==> config.mk <==
export PLATFORM = sky130hd
export DESIGN_NAME = control_sequencer_flat
export DESIGN_NICKNAME = d
export VERILOG_FILES = /design/src/rtl/control_sequencer_if.sv /design/src/rtl/control_sequencer.sv /design/src/flat_wrapper.sv
export SDC_FILE = /design/constraint.sdc
export NUM_CORES = 1
export LEC_CHECK = 0
export CAP_MARGIN = 40
export CORE_MARGIN = 2
export CORE_UTILIZATION = 41
export CTS_BUF_LIST = sky130_fd_sc_hd__clkbuf_16
export CTS_CLUSTER_SIZE = 40
export DETAILED_ROUTE_END_ITERATION = 7
export PLACE_DENSITY = 0.78
export SLEW_MARGIN = 30
export SYNTH_ARGS = -nofsm -noshare
export SYNTH_HDL_FRONTEND = slang
export SYNTH_SLANG_ARGS = --single-unit
export TNS_END_PERCENT = 20
==> constraint.sdc <==
create_clock -name clock -period 2.38 [get_ports clock]
set_clock_uncertainty 0.15 [all_clocks]
set_input_delay 0.476 -clock clock [delete_from_list [all_inputs] [get_ports clock]]
set_output_delay 0.476 -clock clock [all_outputs]
set_load 0.005 [all_outputs]
==> src/rtl/control_sequencer_if.sv <==
// Signal bundle between the microcode sequencer and the datapath modules
// sharing the 8-bit tri-state bus.
interface control_sequencer_if #(
    parameter int STEP_W = 3
);
    logic              enable;
    logic [3:0]        opcode;
    logic              carry_flag;
    logic              zero_flag;
    logic [STEP_W-1:0] step;
    logic              halt;
    logic              mem_write_addr;
    logic              mem_write;
    logic              mem_read;
    logic              ir_write;
    logic              ir_read;
    logic              pc_inc;
    logic              pc_write;
    logic              pc_read;
    logic              a_write;
    logic              a_read;
    logic              b_write;
    logic              alu_read;
    logic              alu_sub;
    logic              flags_write;
    logic              out_write;

    modport master (
        input  enable, opcode, carry_flag, zero_flag,
        output step, halt, mem_write_addr, mem_write, mem_read, ir_write, ir_read,
               pc_inc, pc_write, pc_read, a_write, a_read, b_write, alu_read,
               alu_sub, flags_write, out_write
    );

    modport slave (
        output enable, opcode, carry_flag, zero_flag,
        input  step, halt, mem_write_addr, mem_write, mem_read, ir_write, ir_read,
               pc_inc, pc_write, pc_read, a_write, a_read, b_write, alu_read,
               alu_sub, flags_write, out_write
    );
endinterface

==> src/rtl/control_sequencer.sv <==
// Microcode sequencer for the 8-bit bus CPU: step counter plus halt latch,
// with a combinational decode of step/opcode/flags into bus control strobes.
module control_sequencer #(
    parameter int STEP_W = 3
) (
    input  logic                clock,
    input  logic                reset,
    control_sequencer_if.master bus
);
    typedef enum logic [3:0] {
        OP_NOP = 4'h0,
        OP_LDA = 4'h1,
        OP_ADD = 4'h2,
        OP_SUB = 4'h3,
        OP_STA = 4'h4,
        OP_LDI = 4'h5,
        OP_JMP = 4'h6,
        OP_JC  = 4'h7,
        OP_JZ  = 4'h8,
        OP_OUT = 4'hE,
        OP_HLT = 4'hF
    } opcode_e;

    typedef struct packed {
        logic mem_write_addr;
        logic mem_write;
        logic mem_read;
        logic ir_write;
        logic ir_read;
        logic pc_inc;
        logic pc_write;
        logic pc_read;
        logic a_write;
        logic a_read;
        logic b_write;
        logic alu_read;
        logic alu_sub;
        logic flags_write;
        logic out_write;
    } strobes_t;

    localparam logic [STEP_W-1:0] T0 = '0;
    localparam logic [STEP_W-1:0] T1 = STEP_W'(1);
    localparam logic [STEP_W-1:0] T2 = STEP_W'(2);
    localparam logic [STEP_W-1:0] T3 = STEP_W'(3);
    localparam logic [STEP_W-1:0] T4 = STEP_W'(4);

    opcode_e           op;
    logic [STEP_W-1:0] step_q, step_d, last_step;
    logic              halted_q, halted_d;
    strobes_t          s;
    logic              halt_o;

    assign op = opcode_e'(bus.opcode);

    always_ff @(posedge clock) begin
        if (reset) begin
            step_q   <= '0;
            halted_q <= 1'b0;
        end else begin
            step_q   <= step_d;
            halted_q <= halted_d;
        end
    end

    always_comb begin
        last_step = T1;
        step_d    = step_q;
        halted_d  = halted_q;
        case (op)
            OP_LDA, OP_STA:                                 last_step = T3;
            OP_ADD, OP_SUB:                                 last_step = T4;
            OP_LDI, OP_JMP, OP_JC, OP_JZ, OP_OUT, OP_HLT:   last_step = T2;
            default:                                        last_step = T1;
        endcase
        if (halted_q) begin
            step_d = '0;
        end else if (bus.enable) begin
            // >= also recovers a step that is already past the end if the opcode changed mid-instruction
            step_d = (step_q >= last_step) ? '0 : step_q + T1;
            if (step_q == T2 && op == OP_HLT) halted_d = 1'b1;
        end
    end

    always_comb begin
        s      = '0;
        halt_o = halted_q;
        if (bus.enable && !halted_q) begin
            case (step_q)
                T0: begin
                    s.pc_read        = 1'b1;
                    s.mem_write_addr = 1'b1;
                end
                T1: begin
                    s.mem_read = 1'b1;
                    s.ir_write = 1'b1;
                    s.pc_inc   = 1'b1;
                end
                T2: begin
                    case (op)
                        OP_LDA, OP_ADD, OP_SUB, OP_STA: begin
                            s.ir_read        = 1'b1;
                            s.mem_write_addr = 1'b1;
                        end
                        OP_LDI: begin
                            s.ir_read = 1'b1;
                            s.a_write = 1'b1;
                        end
                        OP_JMP: begin
                            s.ir_read  = 1'b1;
                            s.pc_write = 1'b1;
                        end
                        OP_JC: begin
                            s.ir_read  = bus.carry_flag;
                            s.pc_write = bus.carry_flag;
                        end
                        OP_JZ: begin
                            s.ir_read  = bus.zero_flag;
                            s.pc_write = bus.zero_flag;
                        end
                        OP_OUT: begin
                            s.a_read    = 1'b1;
                            s.out_write = 1'b1;
                        end
                        OP_HLT:  halt_o = 1'b1;
                        default: ;
                    endcase
                end
                T3: begin
                    case (op)
                        OP_LDA: begin
                            s.mem_read = 1'b1;
                            s.a_write  = 1'b1;
                        end
                        OP_ADD, OP_SUB: begin
                            s.mem_read = 1'b1;
                            s.b_write  = 1'b1;
                        end
                        OP_STA: begin
                            s.a_read    = 1'b1;
                            s.mem_write = 1'b1;
                        end
                        default: ;
                    endcase
                end
                T4: begin
                    if (op == OP_ADD || op == OP_SUB) begin
                        s.alu_read    = 1'b1;
                        s.a_write     = 1'b1;
                        s.flags_write = 1'b1;
                        s.alu_sub     = (op == OP_SUB);
                    end
                end
                default: ;
            endcase
        end
    end

    assign bus.step           = step_q;
    assign bus.halt           = halt_o;
    assign bus.mem_write_addr = s.mem_write_addr;
    assign bus.mem_write      = s.mem_write;
    assign bus.mem_read       = s.mem_read;
    assign bus.ir_write       = s.ir_write;
    assign bus.ir_read        = s.ir_read;
    assign bus.pc_inc         = s.pc_inc;
    assign bus.pc_write       = s.pc_write;
    assign bus.pc_read        = s.pc_read;
    assign bus.a_write        = s.a_write;
    assign bus.a_read         = s.a_read;
    assign bus.b_write        = s.b_write;
    assign bus.alu_read       = s.alu_read;
    assign bus.alu_sub        = s.alu_sub;
    assign bus.flags_write    = s.flags_write;
    assign bus.out_write      = s.out_write;
endmodule

==> src/flat_wrapper.sv <==
// flat-port wrapper written by rule: the top's interface ports become plain ports
module control_sequencer_flat 
#(
    parameter int STEP_W = 3
)
  (clock, reset, bus_enable, bus_opcode, bus_carry_flag, bus_zero_flag, bus_step, bus_halt, bus_mem_write_addr, bus_mem_write, bus_mem_read, bus_ir_write, bus_ir_read, bus_pc_inc, bus_pc_write, bus_pc_read, bus_a_write, bus_a_read, bus_b_write, bus_alu_read, bus_alu_sub, bus_flags_write, bus_out_write);
  control_sequencer_if #(.STEP_W(STEP_W)) bus_i ();
  input  logic clock;
  input  logic reset;
  input wire logic [$bits(bus_i.enable)-1:0] bus_enable;
  input wire logic [$bits(bus_i.opcode)-1:0] bus_opcode;
  input wire logic [$bits(bus_i.carry_flag)-1:0] bus_carry_flag;
  input wire logic [$bits(bus_i.zero_flag)-1:0] bus_zero_flag;
  output wire logic [$bits(bus_i.step)-1:0] bus_step;
  output wire logic [$bits(bus_i.halt)-1:0] bus_halt;
  output wire logic [$bits(bus_i.mem_write_addr)-1:0] bus_mem_write_addr;
  output wire logic [$bits(bus_i.mem_write)-1:0] bus_mem_write;
  output wire logic [$bits(bus_i.mem_read)-1:0] bus_mem_read;
  output wire logic [$bits(bus_i.ir_write)-1:0] bus_ir_write;
  output wire logic [$bits(bus_i.ir_read)-1:0] bus_ir_read;
  output wire logic [$bits(bus_i.pc_inc)-1:0] bus_pc_inc;
  output wire logic [$bits(bus_i.pc_write)-1:0] bus_pc_write;
  output wire logic [$bits(bus_i.pc_read)-1:0] bus_pc_read;
  output wire logic [$bits(bus_i.a_write)-1:0] bus_a_write;
  output wire logic [$bits(bus_i.a_read)-1:0] bus_a_read;
  output wire logic [$bits(bus_i.b_write)-1:0] bus_b_write;
  output wire logic [$bits(bus_i.alu_read)-1:0] bus_alu_read;
  output wire logic [$bits(bus_i.alu_sub)-1:0] bus_alu_sub;
  output wire logic [$bits(bus_i.flags_write)-1:0] bus_flags_write;
  output wire logic [$bits(bus_i.out_write)-1:0] bus_out_write;
  assign bus_i.enable = bus_enable;
  assign bus_i.opcode = bus_opcode;
  assign bus_i.carry_flag = bus_carry_flag;
  assign bus_i.zero_flag = bus_zero_flag;
  assign bus_step = bus_i.step;
  assign bus_halt = bus_i.halt;
  assign bus_mem_write_addr = bus_i.mem_write_addr;
  assign bus_mem_write = bus_i.mem_write;
  assign bus_mem_read = bus_i.mem_read;
  assign bus_ir_write = bus_i.ir_write;
  assign bus_ir_read = bus_i.ir_read;
  assign bus_pc_inc = bus_i.pc_inc;
  assign bus_pc_write = bus_i.pc_write;
  assign bus_pc_read = bus_i.pc_read;
  assign bus_a_write = bus_i.a_write;
  assign bus_a_read = bus_i.a_read;
  assign bus_b_write = bus_i.b_write;
  assign bus_alu_read = bus_i.alu_read;
  assign bus_alu_sub = bus_i.alu_sub;
  assign bus_flags_write = bus_i.flags_write;
  assign bus_out_write = bus_i.out_write;
  control_sequencer #(.STEP_W(STEP_W)) u_core (.clock(clock), .reset(reset), .bus(bus_i));
endmodule
Word level (Yosys, flattened, before mapping)
Memory sizes are Yosys's and may differ from the RTL's.
Index checks and enable logic that the tools add are counted.
{ "totals": {"regBits": 4, "latchBits": 0, "ramBits": 0, "rom_bits": 48, "in_bits": 9, "output_inout_bits": 19, "mem_count": 1} }
{ "op_classes": {"add_sub_neg": 1, "n_mul": 0, "n_div": 0, "n_lt_le_gt_ge": 1, "eq_ne": 14, "shift": 0, "n_mux": 31, "bitwise": 0, "reduce_logical": 10} }
{ "mem_list": {"columns": ["memory", "words", "word_bits", "rd", "rd_ports_with_merged_regs", "write_ports", "line", "text"], "rows": [
  ["(name not given)", 16, 3, 1, 0, 0, "control_sequencer.sv:70", "case (op)"]
]} }
{ "ops": {"columns": ["operator", "n"], "rows": [
  ["2-to-1 mux 1 bit", 21],
  ["== test 4 x 3 -> 1 bit (second input constant)", 4],
  ["2-to-1 mux 15 bit", 1],
  ["== test 4 bit (second input constant)", 3],
  ["2-to-1 mux 3 bit", 3],
  ["case mux 1 bit (3 select lines)", 3],
  ["== test 4 x 2 -> 1 bit (second input constant)", 2],
  ["== test 3 x 2 -> 1 bit (second input constant)", 2],
  ["case mux 1 bit (2 select lines)", 3],
  ["OR reduction 6 bit", 1],
  ["== test 4 x 1 -> 1 bit (second input constant)", 1],
  ["OR reduction 2 bit", 2],
  ["OR reduction 4 bit", 1],
  ["adder 3 x 1 -> 3 bit (second input constant)", 1],
  ["== test 3 x 1 -> 1 bit (second input constant)", 1],
  ["== test 3 bit (second input constant)", 1],
  ["greater-or-equal comparator 3 bit", 1],
  ["logical NOT 3 bit", 1],
  ["OR reduction 3 bit", 1],
  ["logical AND 1 bit", 2],
  ["logical NOT 1 bit", 1],
  ["logical OR 1 bit", 1]
]} }

Longest topological paths before layout
{ "depth": {"ltp_word": 5, "ltp_mapped": 9, "depth_no_buf": 9} }

Worst setup path after synthesis
Ideal clock, no wire load.
{ "synth_timing": {"path_type": "input to register", "startpoint": "input bus_opcode[2]", "endpoint": "register u_core.step_q[0] (netlist: u_core.bus.step[0])", "t_arrival_ps": 1820, "required_time_ps": 2144, "slack_ps": 324, "cell_stages": 9, "path_cell_list": "buf_2 > nand2b_1 > o21ai_1 > a21oi_1 > ha_1 > nand2b_1 > a31oi_1 > nand3_1 > a211oi_1"} }
{ "synth_via": {"elab_chain_len": 3} }
{ "synth_lines": {"columns": ["item", "line", "text"], "rows": [
  ["from (decl)", "flat_wrapper.sv:11", "input wire logic [$bits(bus_i.opcode)-1:0] bus_opcode;"],
  ["memory read (16 x 3 bit)", null, null],
  ["greater-or-equal comparator 3 bit", "control_sequencer.sv:80", "step_d = (step_q >= last_step) ? '0 : step_q + T1;"],
  ["2-to-1 mux 3 bit", "control_sequencer.sv:80", null],
  ["to (signal assigned)", "control_sequencer.sv:61", "step_q <= step_d;"],
  ["to (decl)", "control_sequencer.sv:49", "logic [STEP_W-1:0] step_q, step_d, last_step;"]
]} }
Every way passes these cells.
A chain may end at the register's enable or synchronous reset.

Final worst setup path
{ "layout_timing": {"startpoint": "register u_core.step_q[1] (netlist: u_core.bus.step[1])", "endpoint": "output bus_a_read"} }
{ "layout_via": {"elab_chain_len": 3, "word_cells_on_any_way": 4, "cone_classes": "eq/ne (2); mux (2)"} }
{ "layout_lines": {"columns": ["item", "line", "text"], "rows": [
  ["== test 3 x 2 -> 1 bit", "control_sequencer.sv:89", "case (step_q)"],
  ["case mux 1 bit (2 select lines) (*)", "control_sequencer.sv:89", null],
  ["2-to-1 mux 15 bit (*)", "control_sequencer.sv:88", "if (bus.enable && !halted_q) begin"],
  ["to (decl)", "flat_wrapper.sv:25", "output wire logic [$bits(bus_i.a_read)-1:0] bus_a_read;"]
]} }
Every way passes the cells marked *; elsewhere a longest branch is shown, timed or not.

==> metrics.txt <==
Yosys top cell area share=15.7%; worst-margin pin slew=0.349 ns; die area=1890 um^2; H-Tree Depth=1; height of the die=43.5 um; Seq cells post-synth=4; Clock Latency Late Sink=0.23 ns; metal3 WL=154 um; number of nets with antenna violations after detailed routing=0; FFs w/ async S/R, synth=0%; Worst Setup SP=u_core.bus.step[1]$_SDFFE_PP0P_; HPWL Detailed=1.52 mm; VDD IR max=0.586 mV; CTS tree=yes; Total GRT Usage=26.2%; top layer in use=met4; Critical Path End=bus_a_read; sw frac=26.0%; Max clock buf depth=2; crit path DAT=1.84 ns; WP data required=1.75 ns; final setup vio count=3; status=finished with violations; Distinct cells, synth=36; CTS clock-pin slew for the worst setup and hold paths=0.03 ns; CTS root buf=clkbuf_16; metal2 WL=1.19 mm; Power Dens Cells=417 nW/um^2; fin nets=160; Non-Filler Instances=157; DRT iter0 DRCs=24; clk sinks=4; Post-Synthesis Cells=89; drt drc=0; CTS Buf Count=3; Crit Path Max Fanout=3; antenna violations before repair=0; WL final=2.35 mm; largest net degree at the start of global routing=16; setup TNS=-0.0929 ns; routed vias=872; CP startpoint kind=flop; router iterations before antenna repair=4; Vias/cell=5.55; IO Port Bufs=27; Crit Reg-Reg Startpoint=u_core.bus.step[0]$_SDFFE_PP0P_; Post-synth EDFFs=0; Max Clk Rate=0.406 GHz; RSZ-0062 raised after global routing=true; core footprint=1490 um^2; final worst path period share=103%; Area growth, synth to finish=91.6%; Mapped Area=639 um^2; Main synth FF type=dfxtp_1; Post-Place Cells=147; gp weighted congestion=0.808; reg2reg end=u_core.bus.step[0]$_SDFFE_PP0P_; critical path class=reg -> out; die width=43.5 um; Worst R2R Setup Slack=0.47 ns; worst min path class=reg -> reg; Fillers=101; Yosys warning total=0; Leak=0.591 nW; Flop pwr share=14.3%; first-pass GRT wire length=3.64 mm; reg2reg path depth=8; Seq/Total Area, Yosys=12.5%; max_slew headroom=76.1%; MaxCap Viol Count=0; Crit. End Element=output port; clock power share=52.1%; setup ws final=-0.0815 ns; vias in the first global route=788; share of cells above drive strength 1=35.5%; post-route minimum period=2.46 ns; GR Overflow Total=0; max-slew violation count=0; I/O pin cnt=28; Synth area leaders=ha_1 16%, dfxtp_1 13%, nor2_1 6.5%; Int Pwr=0.379 mW; final core occ=82.3%; largest area contributor in the synthesized netlist=ha_1; Fin. Hold Viols=0; Post-Syn Area per Cell=7.18 um^2; Rows=14; per-cell routed wire length=15.0 um; number of inserted diodes=0; initial core utilization=42.9%; P_sw=0.133 mW; Comb power frac=33.6%; syn nets=106; failing checks=negative setup slack; WL met1=956 um
[what timing repair did]
action | CTS | global route
endpoints found under the setup margin | 19 | 12
resized for setup | 35 | 12
setup buffers | 4 | 3
pin swaps | 5 | 6
cloned | 0 | 0
hold buffers | 0 | 0
[logic make-up (layout without fill, tap and decap cells)]
family	Yosys count	in the layout	synth area share, %
compound gates	20	20	21.7
xor+xnor	1	1	1.37
fa+ha+maj	8	8	15.7
buf+inv	12	64	9.39
flops	4	4	12.5
mux	1	1	1.76
simple gates	43	43	37.6
[per-stage QoR]
stage / area (um^2) / power [mW] / hold slack (ns) / worst slack, ns
floorplan: 639 / 0.141 / 0.309 / 0.324
global placement: 1050 / 0.217 / 0.374 / -0.559
detailed placement: 1050 / 0.219 / 0.389 / -0.601
CTS: 1190 / 0.497 / 0.439 / -0.199
global route: 1220 / 0.533 / 0.468 / -0.259
finish: 1220 / 0.511 / 0.461 / -0.0815
[worst min-delay path by stage]
stage / start / end / slack [ns] / cells past startpoint
floorplan: u_core.halted_q$_SDFF_PP0_ / u_core.bus.step[0]$_SDFFE_PP0P_ / 0.31 / 1
detailed placement: u_core.halted_q$_SDFF_PP0_ / u_core.bus.step[2]$_SDFFE_PP0P_ / 0.39 / 1
global placement: u_core.halted_q$_SDFF_PP0_ / u_core.bus.step[2]$_SDFFE_PP0P_ / 0.37 / 1
global route: u_core.halted_q$_SDFF_PP0_ / u_core.bus.step[0]$_SDFFE_PP0P_ / 0.47 / 1
finish: u_core.halted_q$_SDFF_PP0_ / u_core.bus.step[0]$_SDFFE_PP0P_ / 0.46 / 1
CTS: u_core.halted_q$_SDFF_PP0_ / u_core.bus.step[0]$_SDFFE_PP0P_ / 0.44 / 1
[routing by layer]
layer / vias up / track usage (%)
li1: 426 / -
met1: 395 / 30.4
met2: 44 / 46.0
met3: 7 / 3.33
met4: 0 / 14.5
met5: - / 0
[cells in the final DEF (no fill, tap or decap), types with 4 or more instances in the layout]
cell / instances
dlygate4sd2_1: 9
nor2b_1: 4
clkdlybuf4s50_1: 9
a31oi_1: 4
nand2b_1: 4
nand2_1: 4
nor2_1: 10
ha_1: 8
inv_1: 4
dfxtp_1: 4
buf_4: 26
[cell type report]
cell class / instances / area [um^2] / share of cell area, %
timing repair buffer: 56 / 474 / 38.7
sequential: 4 / 80.1 / 6.54
tap: 16 / 20.0 / 1.63
inverter: 5 / 18.8 / 1.53
clock buffer: 3 / 75.1 / 6.13
multi-input combinational: 73 / 557 / 45.5
[worst max-delay path, cell delays in order (launching register included)]
cell           delay [ns]
dfxtp_1              0.35
ha_1                 0.17
ha_1                 0.20
nand3b_1             0.17
nor3_2               0.21
a41oi_1              0.07
nor3b_1              0.19
dlygate4sd2_1        0.26
[synthesized netlist by cell type, types with 2 or more instances]
library cell and instances:
nor2_1 11, ha_1 8, a31oi_1 5, nor2b_1 5, dfxtp_1 4, inv_1 4, nand2_1 4, nand2b_1 4
nor3_1 4, and2_1 3, buf_2 3, buf_4 3, nand3_1 3, o21ai_0 3, a211oi_1 2, nor4_1 2
o32ai_1 2
[state kept, by name, indices dropped and copies added (netlist names)]
register,count
u_core.bus.step,3
u_core.halted_q,1
[power by group through the flow]
| stage | sequential, mW | combinational [mW] | clock [mW] |
|---|---|---|---|
| 2_1_floorplan | 0.0757 | 0.0657 | 0 |
| 3_3_place_gp | 0.0737 | 0.144 | 0 |
| 3_5_place_dp | 0.0740 | 0.146 | 0 |
| 4_1_cts | 0.0732 | 0.159 | 0.266 |
| 5_1_grt | 0.0739 | 0.184 | 0.275 |
| 6_report | 0.0732 | 0.172 | 0.266 |
Note: power is estimated with default switching activity, not from simulation.
